### src/rtl/multibyte_add_sequencer.sv
// Byte-serial wide adder: one 8-bit ripple-carry adder stepped over NBYTES lanes.
// Optional ADD_SUB_EN macro adds a 'sub' port for A - B.
module multibyte_add_sequencer #(
  parameter int NBYTES = 4
) (
  input  logic              clk,
  input  logic              rst,
  input  logic              in_valid,
  output logic              in_ready,
  input  logic [8*NBYTES-1:0] a_in,
  input  logic [8*NBYTES-1:0] b_in,
  input  logic              cin,
`ifdef ADD_SUB_EN
  input  logic              sub,
`endif
  output logic              out_valid,
  input  logic              out_ready,
  output logic [8*NBYTES-1:0] sum_out,
  output logic              cout_out,
  output logic              busy
);

  localparam int W  = 8 * NBYTES;
  localparam int IW = (NBYTES > 1) ? $clog2(NBYTES) : 1;
  localparam logic [IW-1:0] LAST = IW'(NBYTES - 1);

  typedef enum logic [1:0] {
    IDLE = 2'd0,
    RUN  = 2'd1,
    DONE = 2'd2
  } state_t;

  state_t        state_q;
  logic [IW-1:0] idx_q;
  logic          carry_q;
  logic [W-1:0]  a_q;
  logic [W-1:0]  b_q;
  logic [W-1:0]  sum_q;
  logic          cout_q;

  logic [7:0]    a_byte;
  logic [7:0]    b_byte;
  logic [7:0]    add_s;
  logic          add_co;
  logic          rc;
  logic [W-1:0]  sum_d;
  logic [IW+2:0] sh;
  logic [W-1:0]  b_ld;
  logic          c_ld;

  assign sh     = {idx_q, 3'b000};
  assign a_byte = 8'(a_q >> sh);
  assign b_byte = 8'(b_q >> sh);

  // Ripple chain for the active lane
  always_comb begin
    add_s = '0;
    rc    = carry_q;
    for (int i = 0; i < 8; i++) begin
      add_s[i] = a_byte[i] ^ b_byte[i] ^ rc;
      rc       = (a_byte[i] & b_byte[i]) | (rc & (a_byte[i] ^ b_byte[i]));
    end
    add_co = rc;
  end

  assign sum_d = (sum_q & ~(W'(8'hFF) << sh)) | (W'(add_s) << sh);

`ifdef ADD_SUB_EN
  assign b_ld = sub ? ~b_in : b_in;
  assign c_ld = sub ? 1'b1 : cin;
`else
  assign b_ld = b_in;
  assign c_ld = cin;
`endif

  always_ff @(posedge clk) begin
    if (rst) begin
      state_q <= IDLE;
      idx_q   <= '0;
      carry_q <= 1'b0;
      sum_q   <= '0;
      cout_q  <= 1'b0;
    end else begin
      unique case (state_q)
        IDLE: begin
          if (in_valid) begin
            a_q     <= a_in;
            b_q     <= b_ld;
            carry_q <= c_ld;
            idx_q   <= '0;
            sum_q   <= '0;
            state_q <= RUN;
          end
        end
        RUN: begin
          sum_q   <= sum_d;
          carry_q <= add_co;
          if (idx_q == LAST) begin
            cout_q  <= add_co;
            idx_q   <= '0;
            state_q <= DONE;
          end else begin
            idx_q <= idx_q + 1'b1;
          end
        end
        DONE: begin
          if (out_ready) state_q <= IDLE;
        end
        default: state_q <= IDLE;
      endcase
    end
  end

  assign in_ready  = (state_q == IDLE);
  assign out_valid = (state_q == DONE);
  assign busy      = (state_q != IDLE);
  assign sum_out   = sum_q;
  assign cout_out  = cout_q;

endmodule

### config.mk
export PLATFORM = sky130hd
export DESIGN_NAME = multibyte_add_sequencer
export DESIGN_NICKNAME = d
export VERILOG_FILES = /design/src/rtl/multibyte_add_sequencer.sv
export SDC_FILE = /design/constraint.sdc
export NUM_CORES = 1
export LEC_CHECK = 0
export CAP_MARGIN = 10
export CORE_MARGIN = 8
export CORE_UTILIZATION = 52
export DETAILED_ROUTE_END_ITERATION = 10
export PLACE_DENSITY = 0.9
export SYNTH_ARGS = -nofsm -noshare
export SYNTH_HDL_FRONTEND = slang
export SYNTH_SLANG_ARGS = --single-unit
### constraint.sdc
create_clock -name clk -period 10.65 [get_ports clk]
set_input_delay 1.065 -clock clk [delete_from_list [all_inputs] [get_ports clk]]
set_output_delay 1.065 -clock clk [all_outputs]
set_load 0.02 [all_outputs]
==> flow_summary.json, run 1 <==
{
  "status": "finished clean",
  "cts_setup_buffers": 0,
  "max_cap_viol_count": 0,
  "setup_viol": 0,
  "gr-total-overflow": 0,
  "row_count": 32,
  "ys_types": 32,
  "dieArea_mm2": 0.01074,
  "via_count": 2394,
  "fin_setup_tns_ps": 0,
  "worst_pin_slew_ps": 751.2,
  "first_iter_violations": 84,
  "final-hold-violation-count": 0,
  "synth-adder-area-share_pct": 5.266,
  "ys_top_cells_by_area": "edfxtp_1 48%, dfxtp_1 19%, mux4_2 9.0%",
  "h-tree-depth": 3,
  "design_area_mm2": 0.005345,
  "post-route-min-period_ps": 5001,
  "synth_ff_type": "edfxtp_1",
  "final_antenna_net_count": 0,
  "syn_area_per_cell_um2": 16.98,
  "synthSimpleGateAreaFrac_pct": 4.075,
  "via_per_inst": 5.296,
  "end_kind": "flip-flop",
  "slew_viol_final": 0,
  "num_antenna_cells": 0,
  "clock_path_buffers": 2,
  "reg2reg_from": "idx_q[0]",
  "drive_gt1_share_pct": 16.86,
  "grt_util_met2_pct": 28.28,
  "hp-class": "reg -> reg",
  "fmax_ghz": 0.2000,
  "synthArstFlopShare_pct": 0,
  "p_per_area_mw_per_mm2": 148.2,
  "peakVddDrop_mv": 0.1335,
  "grt_pass1_wl_um": 14040,
  "syn-cell-area_mm2": 0.003991,
  "grt_use_met1_pct": 17.32,
  "min_from": "sum_out[27]",
  "cpMostUsedCell": "fa_1",
  "antenna_found_initial": 0,
  "ys_ff_latch": 102,
  "cts.clk_slew.worst_paths_ps": 90,
  "slew_headroom_pct": 49.92,
  "post_cts_resized": 0,
  "cp_data_arrival_time_ps": 5270,
  "chipWidth_um": 103.6,
  "detail_route.wirelength_um": 8525,
  "core_mm2": 0.007567,
  "ys_seq_area_share_pct": 67.21,
  "cts_tree": "done",
  "r2r_end": "sum_out[23]",
  "synth_top_family_by_area": "multiplexers",
  "worstSetupPathType": "reg -> reg",
  "power_leakage_nw": 1.892,
  "rsz0062_at_grt": "false",
  "synth_cells": 235,
  "cts.root.buffer_cell": "clkbuf_8",
  "drc_errors": 0,
  "r2r_slack_ps": 5650,
  "place_hpwl_um": 6724,
  "dr.pass1.iters": 4,
  "fillerInstances": 480,
  "dpl-instance-area_mm2": 0.005141,
  "synth_xor_area_share_pct": 0,
  "clkLatencyLatePin_ps": 370,
  "crit_path_max_incr_delay_ps": 640,
  "gp_congestion": 0.7469,
  "final.setup_skew_ps": 10.65,
  "globalRouteMet3Util_pct": 6.939,
  "reg2reg_depth": 16,
  "worstPathCellList": "buf_4 > mux4_2 > inv_1 > fa_1 > fa_1 > fa_1 > fa_1 > inv_1 > fa_1 > inv_1 > fa_1 > fa_1 > inv_1 > fa_1 > nor2b_1 > a22o_2",
  "synth.area.mux_share_pct": 10.75,
  "hold_buffers": 0,
  "wire_per_inst_um": 18.86,
  "nets": 426,
  "cp.required_ps": 10920,
  "cp_slowest_cell": "dfxtp_1",
  "cts_buffers": 9,
  "synth_compound_area_share_pct": 9.373,
  "crit_fanout": 13,
  "grt_max_degree": 65,
  "initial_utilization_pct": 52.74,
  "synthToLayoutAreaGrowth_pct": 33.92,
  "ys.warnings.count": 0,
  "top_usage_layer": "met2",
  "die_height_um": 103.6,
  "synth_edf_count": 64,
  "grt_pass1_vias": 2681,
  "io_buffers": 104,
  "startpoint_type": "flip-flop",
  "top_level_ports": 105,
  "cts_num_sinks": 102,
  "synth_largest_area_cell": "edfxtp_1",
  "holdPathEnd": "sum_out[27]",
  "synth_nets": 316,
  "synthTopCellsByCount": "64 x edfxtp_1, 38 x dfxtp_1, 26 x a22o_1",
  "whs_path_depth": 1,
  "synthDominantCellAreaShare_pct": 48.15,
  "grt_use_total_pct": 16.55,
  "yosysMostFrequentCell": "edfxtp_1",
  "finalCritPeriodShare_pct": 46.96
}
[final cells by class]
cell class	count	area [um^2]	share of cell area, %
multi-input cells	103	1181	22.10
repair buffers	108	1071	20.04
clock inverters	7	80.08	1.498
clock buffers	9	123.9	2.317
flip-flops and latches	102	2683	50.19
inverters	21	78.83	1.475
well taps	102	127.6	2.388
[stage by stage]
stage / power (W) / cells / setup WS, ps / hold WS, ps / util [%]
2_1_floorplan: 0.0005059 / 235 / 3954 / 546.9 / -
3_3_place_gp: 0.0005507 / 436 / 5819 / 462.4 / 67.94
3_5_place_dp: 0.0005559 / 436 / 5643 / 468.0 / 67.94
4_1_cts: 0.0007970 / 452 / 5615 / 489.4 / 70.63
5_1_grt: 0.0008248 / 452 / 5352 / 504.8 / 70.63
6_report: 0.0007920 / 452 / 5649 / 493.5 / 70.63
[power breakdown]
part	internal [W]	switching (W)	leakage, nW	total, W
logic	0.0000546	0.0000473	0.890	0.000102
registers	0.000436	0.00000799	0.900	0.000444
clock network	0.000111	0.000135	0.102	0.000246
total	0.000602	0.000190	1.89	0.000792
[flip-flops by register name (all words and copies together), names as in the netlist]
name,count
idx_q,2
a_q,32
state_q,2
b_q,32
cout_out,1
sum_out,32
carry_q,1
[per-layer routing]
layer	up-vias	wire length [um]
met3	24	656
met1	1169	3222
li1	1108	-
met2	93	4393
met5	-	0
met4	0	252
[cell families after synthesis]
logic type / count (synthesis)
flip-flops: 102
multiplexers: 22
buffers and inverters: 30
AND/OR/NAND/NOR: 26
adder cells (fa/ha/maj): 12
AO/OA/AOI/OAI: 43
[placed cells by master (no fill, tap or decap), types with 2 or more instances in the layout]
master	netlist	final
a21oi_1	5	5
nor2_1	10	10
a22o_2	6	6
clkinv_4	0	2
mux4_2	16	16
clkbuf_8	0	9
nor3_2	4	4
mux2_2	3	3
nor2b_1	2	2
mux2i_1	2	2
buf_4	1	4
inv_1	21	21
a21oi_2	3	3
clkdlybuf4s50_1	0	104
edfxtp_1	64	64
a22o_1	26	26
dfxtp_1	38	38
ha_1	4	4
fa_1	8	8
[worst max-delay path: cells and delay by family, from the launching register on]
family                     cells  cell delay, ps
buffers and inverters          5             630
AOI/OAI and AO/OA              1             230
adders and majority gates      8            2920
muxes                          1             290
and+or+nand+nor                1             170
DFF                            1             640
[worst max-delay path by stage]
stage | startpoint | endpoint | slack [ps]
after floorplan | rst | a_q[0] | 3950
after global placement | idx_q[0] | sum_out[23] | 5820
after detailed placement | idx_q[0] | sum_out[23] | 5640
after CTS | idx_q[0] | sum_out[23] | 5610
after global routing | idx_q[0] | sum_out[23] | 5350
final | idx_q[0] | sum_out[23] | 5650
Power figures use the tool's default switching activity.
==> run 2: changes to the inputs <==
--- a/config.mk
+++ b/config.mk
@@ -7,9 +7,9 @@
 export LEC_CHECK = 0
 export CAP_MARGIN = 10
 export CORE_MARGIN = 8
-export CORE_UTILIZATION = 52
+export CORE_UTILIZATION = 48
 export DETAILED_ROUTE_END_ITERATION = 10
-export PLACE_DENSITY = 0.9
+export PLACE_DENSITY = 0.84
 export SYNTH_ARGS = -nofsm -noshare
 export SYNTH_HDL_FRONTEND = slang
 export SYNTH_SLANG_ARGS = --single-unit
==> constraint.sdc (replaced) <==
create_clock -name clk -period 4.75 [get_ports clk]
set_input_delay 0.475 -clock clk [delete_from_list [all_inputs] [get_ports clk]]
set_output_delay 0.475 -clock clk [all_outputs]
set_load 0.02 [all_outputs]
==> flow_summary.json, run 2 (synthesized netlist as in run 1, its figures left out) <==
{
  "status": "finished clean",
  "worst-path-stages": 15,
  "cp_slowest_cell": "dfxtp_1",
  "hold_buffers": 0,
  "cp_data_arrival_time_ps": 4680,
  "final_cell_mix": "104 x clkdlybuf4s50_1, 64 x edfxtp_1, 38 x dfxtp_1",
  "p_sw_share_pct": 23.75,
  "crit_path_max_incr_delay_ps": 540,
  "whs_path_depth": 1,
  "startpoint_type": "flip-flop",
  "cts_buffers": 9,
  "worstSetupPathType": "reg -> reg",
  "finalPower_w": 0.001739,
  "cp-startpoint": "idx_q[0]",
  "cp.required_ps": 5000,
  "clock_path_buffers": 2,
  "wire_per_inst_um": 18.38,
  "post-route-min-period_ps": 4433,
  "slew_headroom_pct": 48.40,
  "seqCellArea_mm2": 0.002683,
  "endpoint": "sum_out[23]",
  "cts_tree": "done",
  "clkPwrFrac_pct": 29.9,
  "post_cts_resized": 0,
  "reg2reg_from": "idx_q[0]",
  "die_height_um": 107.2,
  "end_kind": "flip-flop",
  "grt_use_total_pct": 14.98,
  "grt_max_degree": 65,
  "via_per_inst": 5.222,
  "cts.clk_slew.worst_paths_ps": 100,
  "synthToLayoutAreaGrowth_pct": 33.89,
  "fmax_ghz": 0.2256,
  "drive_gt1_share_pct": 16.57,
  "h-tree-depth": 3,
  "final.setup_skew_ps": 11.66,
  "cts_setup_buffers": 0,
  "grt_pass1_wl_um": 13340,
  "setup_viol": 0,
  "crit_family": "adder cells",
  "finalCritPeriodShare_pct": 93.33,
  "io_buffers": 104,
  "detail_route.wirelength_um": 8361,
  "dr.pass1.iters": 4,
  "final-hold-violation-count": 0,
  "post-place-ws_ps": 289.8,
  "gr-total-overflow": 0,
  "clkLatencyLatePin_ps": 360,
  "power.internal_w": 0.001326,
  "mostFrequentLayoutCell": "clkdlybuf4s50_1",
  "power_leakage_nw": 1.892,
  "antenna_found_initial": 0,
  "drc_errors": 0,
  "chipWidth_um": 107.2,
  "r2r_slack_ps": 320,
  "grt_pass1_vias": 2613,
  "power_frac_seq_pct": 57.1,
  "rsz0062_at_grt": "false",
  "p_per_area_mw_per_mm2": 325.5,
  "critical_path_buf_inv_count": 5,
  "row_count": 33,
  "cts_num_sinks": 102,
  "reg2reg_depth": 15,
  "via_count": 2376,
  "num_antenna_cells": 0,
  "max_cap_viol_count": 0,
  "place_hpwl_um": 6469,
  "top_level_ports": 105,
  "worst_pin_slew_ps": 774.0,
  "multiInputGateArea_mm2": 0.001187,
  "setup_ws_ps": 316.8,
  "final_antenna_net_count": 0,
  "nets": 426,
  "core_mm2": 0.008134,
  "fin_setup_tns_ps": 0,
  "hp-class": "reg -> reg",
  "cts.root.buffer_cell": "clkbuf_8",
  "pwr-share-comb_pct": 13.0,
  "fillerInstances": 575,
  "r2r_end": "sum_out[23]",
  "crit_fanout": 18,
  "gp_congestion": 0.8093,
  "cpMostUsedCell": "fa_1",
  "initial_utilization_pct": 49.07,
  "slew_viol_final": 0,
  "first_iter_violations": 94,
  "p_sw_w": 0.0004131,
  "peakVddDrop_mv": 0.2799,
  "worstPathCellList": "buf_4 > mux4_2 > inv_1 > fa_1 > fa_1 > fa_1 > inv_1 > fa_1 > inv_1 > fa_1 > fa_1 > inv_1 > fa_1 > nor2b_1 > a22o_2",
  "dieArea_mm2": 0.01149
}
## run 2: cell types whose count changed in the layout (fill, tap and decap cells not counted)
| cell | before | now |
|---|---|---|
| nor3b_2 | 1 | 0 |
| clkinvlp_4 | 1 | 0 |
| inv_6 | 1 | 2 |
| clkbuf_1 | 0 | 1 |
| bufinv_16 | 1 | 0 |
| clkbuf_16 | 0 | 1 |
| inv_8 | 1 | 0 |
| nor3b_4 | 0 | 1 |
## run 2: how the worst min path moves through the flow
stage                 from     endpoint  slack (ps)
4_1_cts         sum_out[1]   sum_out[1]         490
3_5_place_dp    sum_out[1]   sum_out[1]         470
5_1_grt        sum_out[14]  sum_out[14]         510
6_report        sum_out[1]   sum_out[1]         490
3_3_place_gp   sum_out[12]  sum_out[12]         470
2_1_floorplan   state_q[1]   state_q[0]         550
## run 2: stage by stage
step / util [%] / instances / hold slack (ps) / area (um^2)
global route: 65.70 / 455 / 506.5 / 5344
detailed placement: 63.33 / 439 / 468.0 / 5151
global placement: 63.33 / 439 / 467.8 / 5151
CTS: 65.70 / 455 / 491.2 / 5344
finish: 65.70 / 455 / 489.8 / 5344
floorplan: - / 235 / 546.9 / 3996
## run 2: power groups by stage
stage | clock, W | combinational, W | sequential, W
after floorplan | 0 | 0.000113 | 0.00102
after global placement | 0 | 0.000223 | 0.00101
after detailed placement | 0 | 0.000227 | 0.00101
after CTS | 0.000531 | 0.000228 | 0.000994
after global routing | 0.000573 | 0.000247 | 0.000998
final | 0.000520 | 0.000226 | 0.000994
## run 2: area by class of cell
| type | instances | area share [%] |
|---|---|---|
| Sequential cell | 102 | 50.20 |
| Clock buffer | 11 | 2.856 |
| Tap cell | 105 | 2.458 |
| Timing Repair Buffer | 108 | 20.04 |
| Multi-Input combinational cell | 103 | 22.22 |
| Clock inverter | 5 | 0.7492 |
| Inverter | 21 | 1.475 |
## run 2: layer usage
metal | wire, um | global-route usage [%] | up-vias
li1 | - | - | 1110
met1 | 3244 | 16.60 | 1159
met2 | 4311 | 25.73 | 97
met3 | 673 | 6.299 | 10
met4 | 132 | 4.121 | 0
met5 | 0 | 0 | -
